`src/rtl/fifo_pkt_reader.sv`:
```
`default_nettype none
// ============================================================================
//  Module   : fifo_pkt_reader
//  Purpose  : Read-side controller for a synchronous show-ahead FIFO. Pops
//             words, frames them into PKT_LEN-word packets and presents them
//             on a registered valid/ready stream with m_last.
//  Options  : FIFO_PKT_READER_PAD_EN - when defined, a packet that stalls on
//             an empty FIFO for TIMEOUT cycles is completed with zero words
//             flagged by pad_flag.
//  Revision : 1.0 - initial release
// ============================================================================
module fifo_pkt_reader #(
   parameter int DATA_W  = 128,
   parameter int PKT_LEN = 8,
   parameter int TIMEOUT = 16
) (
   input  logic              clk,
   input  logic              reset,
   input  logic              en,
   output logic              fifo_rd_en,
   input  logic [DATA_W-1:0] fifo_rd_data,
   input  logic              fifo_empty,
   input  logic              fifo_almst_empty,
   output logic              m_valid,
   input  logic              m_ready,
   output logic [DATA_W-1:0] m_data,
   output logic              m_last,
   output logic              busy,
   output logic              pad_flag,
   output logic [15:0]       pkt_count
);

   localparam int               BEAT_W    = (PKT_LEN > 1) ? $clog2(PKT_LEN) : 1;
   localparam logic [BEAT_W-1:0] LAST_BEAT = BEAT_W'(PKT_LEN - 1);

   localparam logic [1:0] ST_IDLE   = 2'd0;
   localparam logic [1:0] ST_ACTIVE = 2'd1;
`ifdef FIFO_PKT_READER_PAD_EN
   localparam logic [1:0] ST_PAD    = 2'd2;
   localparam int         STALL_W   = $clog2(TIMEOUT + 1);
`endif

   logic [1:0]        state;
   logic [1:0]        state_nxt;
   logic [BEAT_W-1:0] beat_cnt;
   logic              out_free;
   logic              start;
   logic              pop;
   logic              pad_load;
   logic              load;
   logic              last_load;

`ifdef FIFO_PKT_READER_PAD_EN
   logic [STALL_W-1:0] stall_cnt;
   logic               timeout_hit;
   logic               pad_q;

   assign timeout_hit = (stall_cnt == STALL_W'(TIMEOUT));
   assign pad_flag    = pad_q;
`else
   assign pad_flag    = 1'b0;
`endif

   // State register; reset abandons any packet in flight
   always_ff @(posedge clk) begin
      if (!reset) begin
         state <= ST_IDLE;
      end else begin
         state <= state_nxt;
      end
   end

   // Next-state: a packet ends when its last beat is loaded into the output slot
   always_comb begin
      state_nxt = state;
      case (state)
         ST_IDLE: begin
            if (start) begin
               state_nxt = ST_ACTIVE;
            end
         end
         ST_ACTIVE: begin
            if (pop) begin
               if (last_load) begin
                  state_nxt = ST_IDLE;
               end
`ifdef FIFO_PKT_READER_PAD_EN
            end else if (timeout_hit) begin
               state_nxt = ST_PAD;
`endif
            end
         end
`ifdef FIFO_PKT_READER_PAD_EN
         ST_PAD: begin
            if (pad_load && last_load) begin
               state_nxt = ST_IDLE;
            end
         end
`endif
         default: state_nxt = ST_IDLE;
      endcase
   end

   // Outputs and strobes: pop is combinational so the start cycle already pops
   always_comb begin
      out_free = !m_valid || m_ready;
      start    = (state == ST_IDLE) && en && !fifo_almst_empty;
      pop      = reset && !fifo_empty && out_free && ((state == ST_ACTIVE) || start);
      pad_load = 1'b0;
`ifdef FIFO_PKT_READER_PAD_EN
      pad_load = reset && (state == ST_PAD) && out_free;
`endif
      load       = pop || pad_load;
      last_load  = load && (beat_cnt == LAST_BEAT);
      fifo_rd_en = pop;
      busy       = (state != ST_IDLE);
   end

   // Output slot, beat counter and completed-packet counter
   always_ff @(posedge clk) begin
      if (!reset) begin
         m_data    <= '0;
         m_valid   <= 1'b0;
         m_last    <= 1'b0;
         beat_cnt  <= '0;
         pkt_count <= 16'd0;
      end else begin
         if (load) begin
            m_data   <= pad_load ? '0 : fifo_rd_data;
            m_valid  <= 1'b1;
            m_last   <= last_load;
            beat_cnt <= last_load ? '0 : beat_cnt + BEAT_W'(1);
         end else if (out_free) begin
            m_valid <= 1'b0;
            m_last  <= 1'b0;
         end
         if (m_valid && m_ready && m_last) begin
            pkt_count <= pkt_count + 16'd1;
         end
      end
   end

`ifdef FIFO_PKT_READER_PAD_EN
   // Pad marker follows the word it describes and holds through back-pressure
   always_ff @(posedge clk) begin
      if (!reset) begin
         pad_q <= 1'b0;
      end else if (load) begin
         pad_q <= pad_load;
      end else if (out_free) begin
         pad_q <= 1'b0;
      end
   end

   // Consecutive starved cycles while ACTIVE; any pop or leaving ACTIVE clears it
   always_ff @(posedge clk) begin
      if (!reset || (state != ST_ACTIVE) || pop) begin
         stall_cnt <= '0;
      end else if (fifo_empty && out_free && !timeout_hit) begin
         stall_cnt <= stall_cnt + STALL_W'(1);
      end
   end
`endif

endmodule
`default_nettype wire

```
`config.mk`:
```
export PLATFORM = sky130hd
export DESIGN_NAME = fifo_pkt_reader
export DESIGN_NICKNAME = d
export VERILOG_FILES = /design/src/rtl/fifo_pkt_reader.sv
export SDC_FILE = /design/constraint.sdc
export NUM_CORES = 1
export LEC_CHECK = 0
export BUFFER_PORTS_ARGS = -buffer_cell sky130_fd_sc_hd__buf_2
export CAP_MARGIN = 15
export CELL_PAD_IN_SITES_DETAIL_PLACEMENT = 0
export CELL_PAD_IN_SITES_GLOBAL_PLACEMENT = 1
export CORE_ASPECT_RATIO = 0.8
export CORE_MARGIN = 2
export CORE_UTILIZATION = 35
export CTS_BUF_LIST = sky130_fd_sc_hd__clkbuf_2 sky130_fd_sc_hd__clkbuf_4 sky130_fd_sc_hd__clkbuf_8
export CTS_CLUSTER_SIZE = 8
export DETAILED_ROUTE_END_ITERATION = 6
export PLACE_DENSITY_LB_ADDON = 0.1
export REMOVE_ABC_BUFFERS = 1
export SLEW_MARGIN = 20
export SYNTH_ARGS = -nofsm -noshare
export SYNTH_HDL_FRONTEND = slang
export SYNTH_SLANG_ARGS = --single-unit
```
`constraint.sdc`:
```
create_clock -name clk -period 4.6 [get_ports clk]
set_clock_uncertainty 0.05 [all_clocks]
set_input_delay 0.23 -clock clk [delete_from_list [all_inputs] [get_ports clk]]
set_output_delay 0.23 -clock clk [all_outputs]
set_load 0.02 [all_outputs]
```
==> report_table.html <==
<table>
<tr><th>Metric</th><th>Value</th></tr>
<tr><th colspan="2">Setup path</th></tr>
<tr><td>Cell Chain, Critical Path</td><td>dlygate4sd3_1 &gt; buf_2 &gt; or2b_1 &gt; o2111ai_4 &gt; inv_4 &gt; buf_4 &gt; nand2_1 &gt; a21oi_1</td></tr>
<tr><td>Family with the most delay on the worst path</td><td>buffers and inverters</td></tr>
<tr><td>Startpoint Class</td><td>primary input</td></tr>
<tr><td>Nature of the critical path endpoint</td><td>flop</td></tr>
<tr><td>Worst EP arrival</td><td>about 3.4 ns</td></tr>
<tr><td>Cell with the biggest individual delay on the critical path</td><td>inv_4</td></tr>
<tr><td>Crit path largest cell delay</td><td>about 0.75 ns</td></tr>
<tr><td>Category of the most critical setup path</td><td>primary input to flop</td></tr>
<tr><td>Bufs and invs on worst path</td><td>4</td></tr>
<tr><td>Data required, critical path</td><td>4.92 ns</td></tr>
<tr><td>CP max FO</td><td>69</td></tr>
<tr><th colspan="2">Clocking</th></tr>
<tr><td>Buffers from clock root to sink, at most</td><td>2</td></tr>
<tr><td>Postcts setup bufs</td><td>0</td></tr>
<tr><td>Clock tree from TritonCTS</td><td>done</td></tr>
<tr><td>Post-CTS sizing</td><td>0</td></tr>
<tr><td>Clk_lat worst skew</td><td>around 0.44 ns</td></tr>
<tr><td>Number of sinks driven by the clock tree</td><td>150</td></tr>
<tr><td>Clock buffer count from CTS</td><td>17</td></tr>
<tr><td>Clock transition time at the flip-flop clock pins of the worst setup and hold paths</td><td>0.08 ns</td></tr>
<tr><td>Cell at the root of the clock tree</td><td>clkbuf_8</td></tr>
<tr><td>Max H-tree Level</td><td>4</td></tr>
<tr><th colspan="2">Synthesis</th></tr>
<tr><td>Unique masters post-synth</td><td>35</td></tr>
<tr><td>Fraction of registers with async set/reset</td><td>0%</td></tr>
<tr><td>Avg Inst Size Synth</td><td>8.074 µm²</td></tr>
<tr><td>Dominant synthesized flop cell</td><td>dfxtp_1</td></tr>
<tr><td>Synth Cell Area</td><td>5385 µm²</td></tr>
<tr><td>Number of synthesized register bits</td><td>150</td></tr>
<tr><td>Yosys warnings</td><td>0</td></tr>
<tr><td>Cells after synthesis</td><td>about 670</td></tr>
<tr><td>Part of the Yosys area used for sequential elements</td><td>approximately 56%</td></tr>
<tr><td>EDFF count, synth</td><td>0</td></tr>
<tr><th colspan="2">STA</th></tr>
<tr><td>Portion of the clock cycle consumed by the worst path in the final layout</td><td>roughly two thirds</td></tr>
<tr><td>Worst path setup slack after routing</td><td>between 1 and 1.5 ns</td></tr>
<tr><td>Worst hold slack</td><td>0.06698 ns</td></tr>
<tr><td>Final Max Tran Viols</td><td>0</td></tr>
<tr><td>Hold Fails Final Rpt</td><td>0</td></tr>
<tr><td>Number of setup violations in the final report</td><td>0</td></tr>
<tr><td>Setup repair after global routing missed its margin</td><td>false</td></tr>
<tr><td>Setup TNS</td><td>0 ns</td></tr>
<tr><td>Worst slew margin</td><td>about 28%</td></tr>
<tr><td>Fmax</td><td>322.4 MHz</td></tr>
<tr><td>Time the worst path needs with I/O delays and setup</td><td>3.102 ns</td></tr>
<tr><td>Worst Tran Pin Value</td><td>around 1.1 ns</td></tr>
<tr><th colspan="2">Min path</th></tr>
<tr><td>HP Class</td><td>primary input to flop</td></tr>
<tr><th colspan="2">Global route</th></tr>
<tr><td>Maximum number of pins on one net before global-route repair</td><td>between 100 and 150</td></tr>
<tr><td>Vias in the first global route</td><td>5550</td></tr>
<tr><td>GRT Overall Usage</td><td>between 20% and 30%</td></tr>
<tr><td>Global-route wire length before repair</td><td>roughly 27000 µm</td></tr>
<tr><td>Aggregate global routing overflow</td><td>0</td></tr>
<tr><td>Initial antenna violation count</td><td>0</td></tr>
<tr><th colspan="2">Power</th></tr>
<tr><td>Power per cell area</td><td>approximately 310 nW/µm²</td></tr>
<tr><td>Final Total Pwr</td><td>about 2.7 mW</td></tr>
<tr><td>Total leakage power</td><td>between 3 and 4 nW</td></tr>
<tr><td>Power dissipated by switching net loads</td><td>a little under 0.7 mW</td></tr>
<tr><td>Internal portion of total power</td><td>around 2 mW</td></tr>
<tr><td>VDD IR max</td><td>about 230 µV</td></tr>
<tr><td>Sequential power share</td><td>50.6%</td></tr>
<tr><td>Part of the power in combinational logic</td><td>roughly 13%</td></tr>
<tr><td>Clock share of power</td><td>36.6%</td></tr>
<tr><td>Switching Fraction</td><td>25.36%</td></tr>
<tr><th colspan="2">Place</th></tr>
<tr><td>Post-place setup slack</td><td>roughly 1.5 ns</td></tr>
<tr><td>Total instance count after detailed placement</td><td>about 1100</td></tr>
<tr><td>Final GP Congestion</td><td>approximately 0.76</td></tr>
<tr><td>Half-perimeter wire length after detailed placement</td><td>11240 µm</td></tr>
<tr><td>Total of buffers placed on input and output ports</td><td>281</td></tr>
<tr><th colspan="2">Final layout</th></tr>
<tr><td>Area of the multi-input gates</td><td>about 2100 µm²</td></tr>
<tr><td>Number of fillers in the final layout</td><td>1367</td></tr>
<tr><td>Final layout net count</td><td>1191</td></tr>
<tr><td>Area of all sequential standard cells</td><td>about 3000 µm²</td></tr>
<tr><td>Post-synthesis to final-layout area growth</td><td>58.34%</td></tr>
<tr><td>Number of antenna cells inserted</td><td>0</td></tr>
<tr><td>Non-filler instance count after layout</td><td>approximately 1300</td></tr>
<tr><td>Proportion of layout cells with a drive suffix above 1</td><td>between 30 and 40%</td></tr>
<tr><th colspan="2">Die</th></tr>
<tr><td>Die Y-Extent</td><td>114.9 µm</td></tr>
<tr><td>Floorplan row count</td><td>40</td></tr>
<tr><td>Placeable core region</td><td>approximately 15000 µm²</td></tr>
<tr><td>Count of boundary I/O pins</td><td>283</td></tr>
<tr><td>Die Outline Area</td><td>16400 µm²</td></tr>
<tr><td>Starting Density</td><td>35.87%</td></tr>
<tr><td>Width of the die</td><td>between 100 and 150 µm</td></tr>
<tr><th colspan="2">Run status</th></tr>
<tr><td>Run status</td><td>complete, no violations</td></tr>
<tr><th colspan="2">Job</th></tr>
<tr><td>Max Cap Viol</td><td>0</td></tr>
<tr><th colspan="2">Drt</th></tr>
<tr><td>Final ANT Viol Nets</td><td>0</td></tr>
<tr><td>Routed wire length per instance</td><td>~14 µm</td></tr>
<tr><td>1st-pass router iterations</td><td>7</td></tr>
<tr><td>Routed wire length</td><td>roughly 18000 µm</td></tr>
<tr><td>Iteration-0 DRC Markers</td><td>roughly 250</td></tr>
<tr><td>Drt drc</td><td>0</td></tr>
<tr><td>Number of vias in the routed layout</td><td>between 5000 and 6000</td></tr>
<tr><td>Mean number of vias per cell</td><td>around 4.6</td></tr>
</table>
## worst paths after layout
path | slack, ns | to | cells after the start | startpoint
min | 0.07 | state[0] | 3 | reset
min reg2reg | 0.40 | m_data[28] | 2 | m_data[28]
max | 1.50 | m_data[89] | 8 | m_ready
max reg2reg | 1.53 | m_data[89] | 6 | m_valid
## cells in the final DEF, fill, tap and decap left out, drive strengths merged, types with 3 or more instances in the layout
master / instances
nor2: 11
o31ai: 3
or3: 3
a21oi: 136
clkinvlp: 3
clkbuf: 24
dlygate4sd3: 129
nand3: 3
clkinv: 4
buf: 285
xnor2: 5
dfxtp: 150
xor2: 5
inv: 3
ha: 3
nand2: 269
and3: 4
nand4: 6
o21ai: 3
## final cells by class
| type | instances | area share, % |
|---|---|---|
| flip-flops and latches | 150 | 35.22 |
| repair buffers | 414 | 32.22 |
| inverters | 3 | 0.1908 |
| well taps | 189 | 2.773 |
| multi-input cells | 468 | 25.09 |
| clock buffers | 24 | 3.654 |
| clock inverters | 8 | 0.8511 |
## power by group through the flow
| stage | logic (mW) | registers (mW) | clock network [mW] |
|---|---|---|---|
| 2_1_floorplan | 0.0815 | 1.43 | 0 |
| 3_3_place_gp | 0.250 | 1.38 | 0 |
| 3_5_place_dp | 0.253 | 1.39 | 0 |
| 4_1_cts | 0.339 | 1.36 | 1.01 |
| 5_1_grt | 0.373 | 1.36 | 1.06 |
| 6_report | 0.345 | 1.36 | 0.981 |
## metal layers
layer	global-route usage, %	vias to the layer above	share of wire (%)
li1	-	2934	-
met1	24.13	2612	43
met2	35.35	219	47
met3	7.622	25	8.8
met4	7.063	0	1.8
met5	0	-	0
## flip-flops by register name (all words and copies together), names as in the netlist
name       flops
pkt_count     16
m_valid        1
state          1
beat_cnt       3
m_data       128
m_last         1
## cell usage after synthesis (3+ instances only)
cell      number  share of area [%]
a21oi_1      136                 13
and3_1         3               0.35
buf_2          7               0.65
buf_4         15                2.1
clkbuf_1      22                1.5
dfxtp_1      150                 56
ha_1           3               0.70
nand2_1      269                 19
nand3_1        3               0.28
nand4_1        5               0.58
nor2_1        11               0.77
o21ai_0        3               0.28
o31ai_1        3               0.42
xnor2_1        5               0.81
xor2_1         5               0.81
## worst register-to-register path, cell delays in order (launching register included)
cell	delay, ns
dfxtp_1	0.35
or2b_1	0.24
o2111ai_4	0.55
inv_4	0.77
buf_4	0.70
nand2_1	0.15
a21oi_1	0.18
## stage by stage
stage | instance area [µm²] | util, %
after floorplan | 5142 | -
after global placement | 6824 | 45.45
after detailed placement | 6824 | 45.45
after CTS | 8499 | 56.61
after global routing | 8527 | 56.79
final | 8527 | 56.79
## what timing repair did
item / in CTS / in global routing
setup endpoints to repair: 0 / 0
endpoints found under the hold margin: 129 / 0
hold buffers: 129 / 0
## kinds of logic (layout without fill, tap and decap cells)
group / count (synthesis) / after routing / share of synthesized area [%]
AND/OR/NAND/NOR: 308 / 308 / 23.03
flip-flops: 150 / 150 / 55.76
AO/OA/AOI/OAI: 144 / 144 / 13.73
buffers and inverters: 49 / 449 / 4.716
XOR/XNOR: 10 / 10 / 1.626
adder cells (fa/ha/maj): 3 / 3 / 0.6971
multiplexers: 2 / 2 / 0.3718
other: 1 / 1 / 0.06964
No activity file was read; power rests on OpenSTA's default activity.
